===== config.mk =====
export PLATFORM = sky130hd
export DESIGN_NAME = bnn_seq_ctrl
export DESIGN_NICKNAME = d
export VERILOG_FILES = /design/src/rtl/bnn_seq_ctrl.sv
export SDC_FILE = /design/constraint.sdc
export NUM_CORES = 1
export LEC_CHECK = 0
export BUFFER_PORTS_ARGS = -buffer_cell sky130_fd_sc_hd__buf_4
export CELL_PAD_IN_SITES_DETAIL_PLACEMENT = 0
export CELL_PAD_IN_SITES_GLOBAL_PLACEMENT = 2
export CORE_MARGIN = 5
export CORE_UTILIZATION = 35
export CTS_BUF_LIST = sky130_fd_sc_hd__clkbuf_4
export DETAILED_ROUTE_END_ITERATION = 8
export GPL_TIMING_DRIVEN = 0
export PLACE_DENSITY_LB_ADDON = 0.05
export SLEW_MARGIN = 15
export SYNTH_ARGS = -nofsm -noshare
export SYNTH_HDL_FRONTEND = slang
export SYNTH_SLANG_ARGS = --single-unit

===== constraint.sdc =====
create_clock -name clk -period 4.6 [get_ports clk]
set_clock_uncertainty 0.05 [all_clocks]
set_input_delay 0 -clock clk [delete_from_list [all_inputs] [get_ports clk]]
set_output_delay 0 -clock clk [all_outputs]
set_load 0.005 [all_outputs]

===== src/rtl/bnn_seq_ctrl.sv =====
// bnn_seq_ctrl
//   Control sequencer for the 8-8-4 XNOR-popcount BNN datapath. It owns every
//   datapath control pin and offers two operations:
//     * reprogram: pulse the datapath reset to clear its load pointer, then
//       stream NUM_NEURONS weight bytes into the nibble-serial load port,
//       low nibble first.
//     * inference: register an input vector onto dp_x, wait for the
//       datapath pipeline, then capture and report the classification.
//   The datapath's ena pin is tied high at the top level and is not a port here.
//
// Ports
//   clk, rst_n                : clock, asynchronous active-low reset
//   cfg_start                 : one-cycle request to reprogram all weights
//   wt_data/wt_valid/wt_ready : weight byte stream (valid/ready)
//   cfg_done                  : one-cycle pulse when the last byte is written
//   x_in/x_valid/x_ready      : input vector stream (valid/ready)
//   y_out/y_valid             : classification (held), one-cycle update pulse
//   busy                      : high whenever the sequencer is not idle
//   dp_rst_n, dp_load_en,
//   dp_nibble, dp_x           : datapath control outputs
//   dp_y                      : datapath registered layer-2 output
module bnn_seq_ctrl #(
  parameter int NUM_NEURONS = 12,
  parameter int PIPE_LAT    = 2
) (
  input  logic       clk,
  input  logic       rst_n,
  input  logic       cfg_start,
  input  logic [7:0] wt_data,
  input  logic       wt_valid,
  output logic       wt_ready,
  output logic       cfg_done,
  input  logic [7:0] x_in,
  input  logic       x_valid,
  output logic       x_ready,
  output logic [3:0] y_out,
  output logic       y_valid,
  output logic       busy,
  output logic       dp_rst_n,
  output logic       dp_load_en,
  output logic [3:0] dp_nibble,
  output logic [7:0] dp_x,
  input  logic [3:0] dp_y
);

  localparam int CW = $clog2(NUM_NEURONS + 1);
  localparam int PW = $clog2(PIPE_LAT + 1);

  localparam logic [2:0] S_IDLE    = 3'd0;
  localparam logic [2:0] S_DP_RST  = 3'd1;
  localparam logic [2:0] S_LD_WAIT = 3'd2;
  localparam logic [2:0] S_LD_LO   = 3'd3;
  localparam logic [2:0] S_LD_HI   = 3'd4;
  localparam logic [2:0] S_INFER   = 3'd5;

  logic [2:0]    state_reg,    state_next;
  logic [CW-1:0] byte_cnt_reg, byte_cnt_next;
  logic [PW-1:0] pipe_cnt_reg, pipe_cnt_next;
  logic [7:0]    wt_byte_reg,  wt_byte_next;
  logic [7:0]    dp_x_reg,     dp_x_next;
  logic [3:0]    y_out_reg,    y_out_next;
  logic          y_valid_reg,  y_valid_next;
  logic          cfg_done_reg, cfg_done_next;
  logic          dp_rst_n_reg, dp_rst_n_next;

  always_comb begin
    state_next    = state_reg;
    byte_cnt_next = byte_cnt_reg;
    pipe_cnt_next = pipe_cnt_reg;
    wt_byte_next  = wt_byte_reg;
    dp_x_next     = dp_x_reg;
    y_out_next    = y_out_reg;
    y_valid_next  = 1'b0;
    cfg_done_next = 1'b0;

    case (state_reg)
      S_IDLE: begin
        // A reprogram request takes priority over a pending vector.
        if (cfg_start) begin
          state_next = S_DP_RST;
        end else if (x_valid) begin
          dp_x_next     = x_in;
          pipe_cnt_next = '0;
          state_next    = S_INFER;
        end
      end
      S_DP_RST: begin
        byte_cnt_next = '0;
        state_next    = S_LD_WAIT;
      end
      S_LD_WAIT: begin
        if (wt_valid) begin
          wt_byte_next = wt_data;
          state_next   = S_LD_LO;
        end
      end
      S_LD_LO: begin
        state_next = S_LD_HI;
      end
      S_LD_HI: begin
        byte_cnt_next = byte_cnt_reg + CW'(1);
        if (byte_cnt_next == CW'(NUM_NEURONS)) begin
          cfg_done_next = 1'b1;
          state_next    = S_IDLE;
        end else begin
          state_next = S_LD_WAIT;
        end
      end
      S_INFER: begin
        pipe_cnt_next = pipe_cnt_reg + PW'(1);
        // dp_y reflects dp_x once PIPE_LAT datapath edges have passed.
        if (pipe_cnt_reg == PW'(PIPE_LAT)) begin
          y_out_next   = dp_y;
          y_valid_next = 1'b1;
          state_next   = S_IDLE;
        end
      end
      default: begin
        state_next = S_IDLE;
      end
    endcase

    // Registered so the datapath stays in reset with the controller and is
    // released on the first edge after rst_n deasserts.
    dp_rst_n_next = (state_next != S_DP_RST);
  end

  always_ff @(posedge clk or negedge rst_n) begin
    if (!rst_n) begin
      state_reg    <= S_IDLE;
      byte_cnt_reg <= '0;
      pipe_cnt_reg <= '0;
      wt_byte_reg  <= '0;
      dp_x_reg     <= '0;
      y_out_reg    <= '0;
      y_valid_reg  <= 1'b0;
      cfg_done_reg <= 1'b0;
      dp_rst_n_reg <= 1'b0;
    end else begin
      state_reg    <= state_next;
      byte_cnt_reg <= byte_cnt_next;
      pipe_cnt_reg <= pipe_cnt_next;
      wt_byte_reg  <= wt_byte_next;
      dp_x_reg     <= dp_x_next;
      y_out_reg    <= y_out_next;
      y_valid_reg  <= y_valid_next;
      cfg_done_reg <= cfg_done_next;
      dp_rst_n_reg <= dp_rst_n_next;
    end
  end

  // Datapath controls decode from registered state only.
  assign dp_load_en = (state_reg == S_LD_LO) || (state_reg == S_LD_HI);
  assign dp_nibble  = (state_reg == S_LD_LO) ? wt_byte_reg[3:0] :
                      (state_reg == S_LD_HI) ? wt_byte_reg[7:4] : 4'h0;
  assign dp_rst_n   = dp_rst_n_reg;
  assign dp_x       = dp_x_reg;

  assign wt_ready = (state_reg == S_LD_WAIT);
  assign x_ready  = (state_reg == S_IDLE);
  assign busy     = (state_reg != S_IDLE);
  assign cfg_done = cfg_done_reg;
  assign y_out    = y_out_reg;
  assign y_valid  = y_valid_reg;

endmodule


== Word-level counts from Yosys, hierarchy flattened ==
Index checks and enable logic that the tools add are counted.
Word-level totals
  register bits: 32
  bits of input ports: 25
  output and inout port bits: 23
  logic and storage cells: 47
Cells by class
  $add $sub $neg: 2
  equal/unequal tests: 10
  muxes and demuxes: 16
  bitwise operators: 1
  reduce and logical (&&, ||, !) cells: 9
Operators by type and width (count)
  3-bit case mux with 6 select lines: 1
  3-bit 2-to-1 mux: 4
  4-bit 2-to-1 mux: 2
  4-bit case mux with 2 select lines: 1
  3-bit by 2-bit equality test with 1-bit output, second input constant: 2
  3-bit equality test, second input constant: 2
  2-bit 2-to-1 mux: 3
  3-bit AND reduction: 2
  4-bit by 1-bit adder with 4-bit output, second input constant: 1
  4-bit equality test, second input constant: 1
  1-bit 2-to-1 mux: 4
  2-bit != test, second input constant: 2
  2-bit case mux with 2 select lines: 1
  2-bit AND reduction: 2
  2-bit nonzero test: 2
  3-bit by 1-bit equality test with 1-bit output, second input constant: 1
  3-bit zero test: 1
  3-bit by 1-bit != test with 1-bit output, second input constant: 1
  3-bit nonzero test: 1
  2-bit by 1-bit adder with 2-bit output, second input constant: 1
  2-bit equality test, second input constant: 1
  1-bit logical OR: 1
  1-bit NOT: 1

== Depth between registers and ports, before layout ==
Gate-level depths: netlist of the first run.
  word-level depth: 5
  gate-level depth with buffers: 6
  gate-level depth less buffers: 5

== Least setup slack after synthesis of the first run ==
OpenSTA, ideal clock, no wires.
  kind: register to register
  from: register state_reg[1]
  to: register dp_x_reg[1] (netlist: dp_x[1])
  setup time: 125 ps
  data arrival time: 1609 ps
  required time: 4425 ps
  slack: 2816 ps
  stages on the path, launching flop included: 6
  buffers on the path: 2
  period minus slack after synthesis: 1784 ps
  cells stage by stage: dfrtp_1 -> buf_6 -> or3_4 -> nor3b_1 -> buf_4 -> mux2_2
On the way
  longest elaborated chain between the ends: 2
Ends and longest elaborated chain
  from (decl): line 56  | logic [2:0] state_reg, state_next;
  from (signal assigned): line 140  | state_reg <= state_next;
  3-bit zero test: line 76  | case (state_reg)
  3-bit AND reduction (no line)
  to (signal assigned): line 144  | dp_x_reg <= dp_x_next;
  to (decl): line 60  | logic [7:0] dp_x_reg, dp_x_next;
No other way between the ends.
A chain may end at the register's enable or synchronous reset.

== Worst setup path after layout of the first run ==
  from: register state_reg[1]
  to: register state_reg[0]
On the way
  longest elaborated chain between the ends: 2
  elaborated cells between the ends (all ways): 7
  classes of those cells: 5 x eq/ne; 1 x mux; 1 x reduce/logical
Ends and longest elaborated chain (line)
  3-bit equality test (tied with other cells): 76
  3-bit case mux with 6 select lines (*): 76
  via state_next[0]: 56
The timed path passes the listed nets; every way through them passes the cells marked *.

==> impl_metrics.toml, run 1 <==
[run_status]
status = "finished clean"

[floorplan]
fp.dieW_microns = 74.6
die_y_microns = 74.6
io_pins = 48
start_util_pct = 36.2
die_area_sq_um = 5560
core_sq_um = 4030
rows = 23

[cts]
tritoncts = "done"
htree_levels = 2
cts_buffers = 5
clock-root-buffer = "clkbuf_4"
path_clk_slew_ps = 90
clkLatencyLatePin_ps = 320
clkSinkCount = 32
clock_path_buffers = 2
cts_resized = 0

[setup_path]
crit_cells = 5
cpPeakStageDelay_ps = 580
slowest_stage = "dlygate4sd3_1"
end_kind = "flop"
r2r-start = "state_reg[1]$_DFF_PN0_"
rrSetupSlack_ps = 2530
cp.arrival_ps = 2230
worst-path-buf-inv = 3
crit_top_cell = "dlygate4sd3_1"
required_ps = 4770
crit_chain = "buf_6 -> nor3_1 -> dlygate4sd3_1 -> o22ai_1 -> dlygate4sd3_1"
cp_max_fo = 8
crit_family = "buffers and inverters"
path_class = "flop to flop"
ff2ff_path_depth = 5
crit_path_start_kind = "flop"
rr_endpoint = "state_reg[0]$_DFF_PN0_"

[layout]
antenna_cells = 0
layout-drive-gt1-share_pct = 40.6
final_util_pct = 53.7
multi_input_area_sq_um = 603
syn_to_final_growth_pct = 48.4
fillers = 387
seq_area_sq_um = 801
final_cell_area_sq_um = 2160
nets = 225

[place]
dp_hpwl_microns = 2410
post_dp_cell_area_sq_um = 1870
routabilityCongestion = 0.707
pre_cts_ws_ps = 2690
numPortBuffers = 47

[grt]
grt_overflow = 0
grt_max_degree = 33
grtUsageTotal_pct = 13.8
grt_pass1_wl_microns = 5820
antenna_found_initial = 0
grt_pass1_vias = 1309

[timing]
finalCriticalPeriod_ps = 2070
setup_slack_ps = 2530
max_slew_margin_pct = 70.8
slew_viol_final = 0
fin_crit_sh_pct = 44.9
fin_tns_setup_ps = 0
rsz0062_at_grt = "no"
worstMarginPinSlew_ps = 437
setup_violations = 0
hold_violations = 0
fmax_mhz = 484

[yosys]
yosys-top-cells-area = "dfrtp_1 (55%), mux2_2 (15%), a22o_1 (4.2%)"
postSynthAreaPerCell_sq_um = 12.3
synth.cell_area_sq_um = 1460
synth_seq_area_share_pct = 54.9
ys_types = 30
ys_top_cells_by_count = "dfrtp_1 (32), mux2_2 (19), o21ai_0 (9)"
synthCells = 119
ys_warn_count = 0
ys.flop_type = "dfrtp_1"
synthArstFlopShare_pct = 100
netlist.top_cell.by_area = "dfrtp_1"
syn-num-nets = 147
yosys_register_bits = 32
synth_top_area_share_pct = 54.9
synth.most_common_cell = "dfrtp_1"
synth_edf_count = 0

[pwr]
power.leakage_uw = 0.00104
ir_drop_uv = 265
powerDensity_nw_per_um2 = 535

[detailed_routing]
drt_pass1_iterations = 4
ant_nets = 0
via_count = 1189
wirelength_microns = 3350
vias_per_cell = 4.81
wl_per_cell_microns = 13.6
drt_first_iter_violations = 58
drc = 0

[worst_hold_path]
hp-class = "primary input to asynchronous set/reset pin"

[run]
maxCapViolations = 0
[layer usage]
layer	vias up	global-route usage (%)	share of wire, %
met3	4	6.08	8.3
met4	0	4.74	0.93
met2	37	23.3	49
met1	571	15.6	42
li1	577	-	-
met5	-	0	0
[placed cells by master, fill, tap and decap left out, drive strengths merged]
master | netlist | final
buf | 4 | 51
dfrtp | 32 | 32
dlygate4sd3 | 0 | 24
mux2 | 21 | 21
o21ai | 9 | 9
a22o | 7 | 7
clkbuf | 1 | 7
inv | 6 | 6
nor2 | 5 | 5
nand2 | 5 | 5
nor3 | 3 | 3
and2 | 3 | 3
nor2b | 3 | 3
ha | 3 | 3
or3 | 3 | 3
xnor2 | 2 | 2
o22ai | 2 | 2
nor3b | 1 | 1
nand3b | 1 | 1
and3 | 1 | 1
a311oi | 1 | 1
or2 | 1 | 1
or4b | 1 | 1
nand3 | 1 | 1
xor2 | 1 | 1
a31oi | 1 | 1
a21boi | 1 | 1
clkinv | 0 | 1
[worst max-delay path by stage]
stage / startpoint / to / slack, ps
2_1_floorplan: state_reg[1]$_DFF_PN0_ / dp_x[1]$_DFFE_PN0P_ / 2820
3_3_place_gp: state_reg[1]$_DFF_PN0_ / dp_x[2]$_DFFE_PN0P_ / 2690
3_5_place_dp: state_reg[1]$_DFF_PN0_ / dp_x[5]$_DFFE_PN0P_ / 2690
4_1_cts: state_reg[1]$_DFF_PN0_ / state_reg[0]$_DFF_PN0_ / 2540
5_1_grt: state_reg[1]$_DFF_PN0_ / state_reg[0]$_DFF_PN0_ / 2450
6_report: state_reg[1]$_DFF_PN0_ / state_reg[0]$_DFF_PN0_ / 2530
[cell type report]
class                      instances  share of cell area, %
inverter                           6                   1.04
tap                               50                   2.89
timing repair buffer              71                   27.4
clock inverter                     1                  0.231
buffer                             5                   1.50
clock buffer                       6                   2.08
sequential                        32                   37.0
multi-input combinational         76                   27.9
[stage by stage]
stage / std cells / power (uW) / hold slack (ps)
2_1_floorplan: 119 / 764 / -346
3_3_place_gp: 216 / 979 / -84.2
3_5_place_dp: 216 / 996 / -82.5
4_1_cts: 247 / 1180 / 99.3
5_1_grt: 247 / 1260 / 113
6_report: 247 / 1160 / 94.2
[timing repair]
item / in CTS / in global routing
buffers inserted: 0 / 0
hold endpoints to repair: 53 / 0
endpoints found under the setup margin: 0 / 0
hold buffers: 24 / 0
[where the power goes]
part	leakage [uW]	switching, uW	internal [uW]
Clock	0.0000315	89.9	62.1
Combinational	0.000617	209	321
Sequential	0.000393	74.2	403
[cells by family (layout without fill, tap and decap cells)]
family,count (synthesis),count (layout),synth area share (%)
adder cells (fa/ha/maj),3,3,2.57
buffers and inverters,11,89,3.77
AND/OR/NAND/NOR,28,28,11.1
XOR/XNOR,3,3,1.80
flip-flops,32,32,54.9
AO/OA/AOI/OAI,21,21,9.69
multiplexers,21,21,16.2
Note: power is estimated with default switching activity, not from simulation.
==> run 2: changes to the inputs <==
Settings changed: CORE_UTILIZATION 35 to 29.
Clock period 4.6 ns to 1.65 ns, I/O delays scaled along.
==> run 2 against run 1 <==
  * The flow now finishes with violations (negative setup slack)
  * Critical path depth fell by 1
  * Register-to-register slack worse by 2600 ps
  * Sequential cell count did not move
  * Count of clock-buffer cells in the layout rose by 1
  * Non-clock buffer count increased by 13
  * Setup slack worse by 2600 ps
  * Worst hold slack lost 23 ps
  * First-iteration DRC count decreased by 29%
  * Wire length increased by 12%
  * Cell area up 13%
  * Die area up 18%
  * Fmax is 18% higher
==> impl_metrics.toml, run 2 (synthesis results as in run 1) <==
[timing]
setup_slack_ps = -103
hold_violations = 0
finalCriticalPeriod_ps = 1750
max_slew_margin_pct = 72.6
setup_violations = 9
fin_crit_sh_pct = 106
worstMarginPinSlew_ps = 410
slew_viol_final = 0
rsz0062_at_grt = "yes"
fin_tns_setup_ps = -799
fmax_mhz = 570

[cts]
htree_levels = 2
path_clk_slew_ps = 100
clock_path_buffers = 2
clock-root-buffer = "clkbuf_4"
clkSinkCount = 32
clkLatencyLatePin_ps = 310
tritoncts = "done"
cts_buffers = 5

[detailed_routing]
drt_first_iter_violations = 41
via_count = 1224
wirelength_microns = 3750
drt_pass1_iterations = 4
drc = 0
wl_per_cell_microns = 13.5
ant_nets = 0
vias_per_cell = 4.40

[layout]
layout-drive-gt1-share_pct = 53.1
syn_to_final_growth_pct = 67.5
fillers = 439
seq_area_sq_um = 805
final_common_cell = "buf_4"
antenna_cells = 0
multi_input_area_sq_um = 724
final_cell_count_no_fill = 278
mostFrequentLayoutCells = "buf_4 (60), dfrtp_1 (29), dlygate4sd3_1 (23), mux2_4 (16)"
nets = 238

[grt]
grt_overflow = 0
busiest_layer = "met2"
grt_pass1_wl_microns = 5890
grtUsageTotal_pct = 11.9
met3_usage_pct = 3.44
grt_pass1_vias = 1289
grt_util_met2_pct = 19.7
met1_usage_pct = 14.7
antenna_found_initial = 0
grt_max_degree = 33

[setup_path]
cp_max_fo = 5
crit_family = "simple AND/OR/NAND/NOR gates"
worst-path-buf-inv = 1
cpPeakStageDelay_ps = 430
end_kind = "flop"
r2r-start = "state_reg[2]$_DFF_PN0_"
crit_chain = "or3_4 -> nor3b_4 -> buf_6 -> mux2_4"
critPathLaunch = "state_reg[2]$_DFF_PN0_"
crit_path_start_kind = "flop"
required_ps = 1810
path_class = "flop to flop"
cp.arrival_ps = 1910
slowest_stage = "dfrtp_2"

[place]
routabilityCongestion = 0.646
placedCellCount = 233
pre_cts_ws_ps = -177
numPortBuffers = 47
dp_hpwl_microns = 2460

[floorplan]
die_y_microns = 80.9
core_sq_um = 4820
start_util_pct = 30.3
io_pins = 48
fp.dieW_microns = 80.9
rows = 25
die_area_sq_um = 6550

[pwr]
power.total_uw = 3770
power.leakage_uw = 0.00117
powerDensity_nw_per_um2 = 1540
ir_drop_uv = 724

[worst_hold_path]
hp-class = "primary input to flop"
hp-start = "wt_valid"

[run_status]
failed_checks = "negative setup slack"
status = "finished, violations left"

[run]
maxCapViolations = 0
run 2: changes by cell type in the layout (fill, tap and decap cells not counted), sizes merged:
cell and change:
buf +15, dlygate4sd3 -1
run 2: cell type report:
cell class | count | area share, %
sequential | 32 | 32.9
multi-input combinational | 76 | 29.6
timing repair buffer | 85 | 28.8
tap | 67 | 3.43
clock buffer | 7 | 2.15
buffer | 4 | 2.00
inverter | 6 | 0.922
clock inverter | 1 | 0.154
run 2: tightest hold or removal path, stage by stage:
cell and delay [ps]:
buf_4 90, o21ai_0 70, o22ai_1 200
run 2: through the flow:
step	hold WS (ps)	util [%]	instance area (sq um)
2_1_floorplan	-346	-	1500
3_3_place_gp	-85.2	40.2	1930
3_5_place_dp	-81.0	40.2	1930
4_1_cts	6.65	48.6	2340
5_1_grt	50.2	50.7	2440
6_report	70.7	50.7	2440
run 2: timing repair:
item / in CTS / in global routing
hold endpoints to repair: 53 / 0
setup buffers: 9 / 5
gates resized for setup: 17 / 24
hold buffers: 23 / 0
setup endpoints to repair: 24 / 22
pin swaps: 1 / 4
gates cloned: 1 / 0
run 2: power by group:
group	total [uW]	switching (uW)	internal [uW]
clock network	439	243	197
logic	1980	727	1250
registers	1350	221	1130
run 2: per-layer routing:
layer | wire length (microns) | vias up
met5 | 0 | -
met4 | 24 | 0
met3 | 211 | 2
met2 | 1860 | 35
met1 | 1650 | 583
li1 | - | 604
run 2: path summary, 6_finish.rpt:
kind                                                to  slack (ps)  cells after the start
setup / recovery                   dp_x[6]$_DFFE_PN0P_        -100                      4
hold / removal                  state_reg[0]$_DFF_PN0_          70                      3
setup reg to reg                   dp_x[6]$_DFFE_PN0P_        -100                      4
hold reg to reg            pipe_cnt_reg[0]$_DFFE_PN0P_         420                      1
max in group asynchronous       state_reg[1]$_DFF_PN0_        1130                      2
min in group asynchronous   wt_byte_reg[7]$_DFFE_PN0P_         110                      2
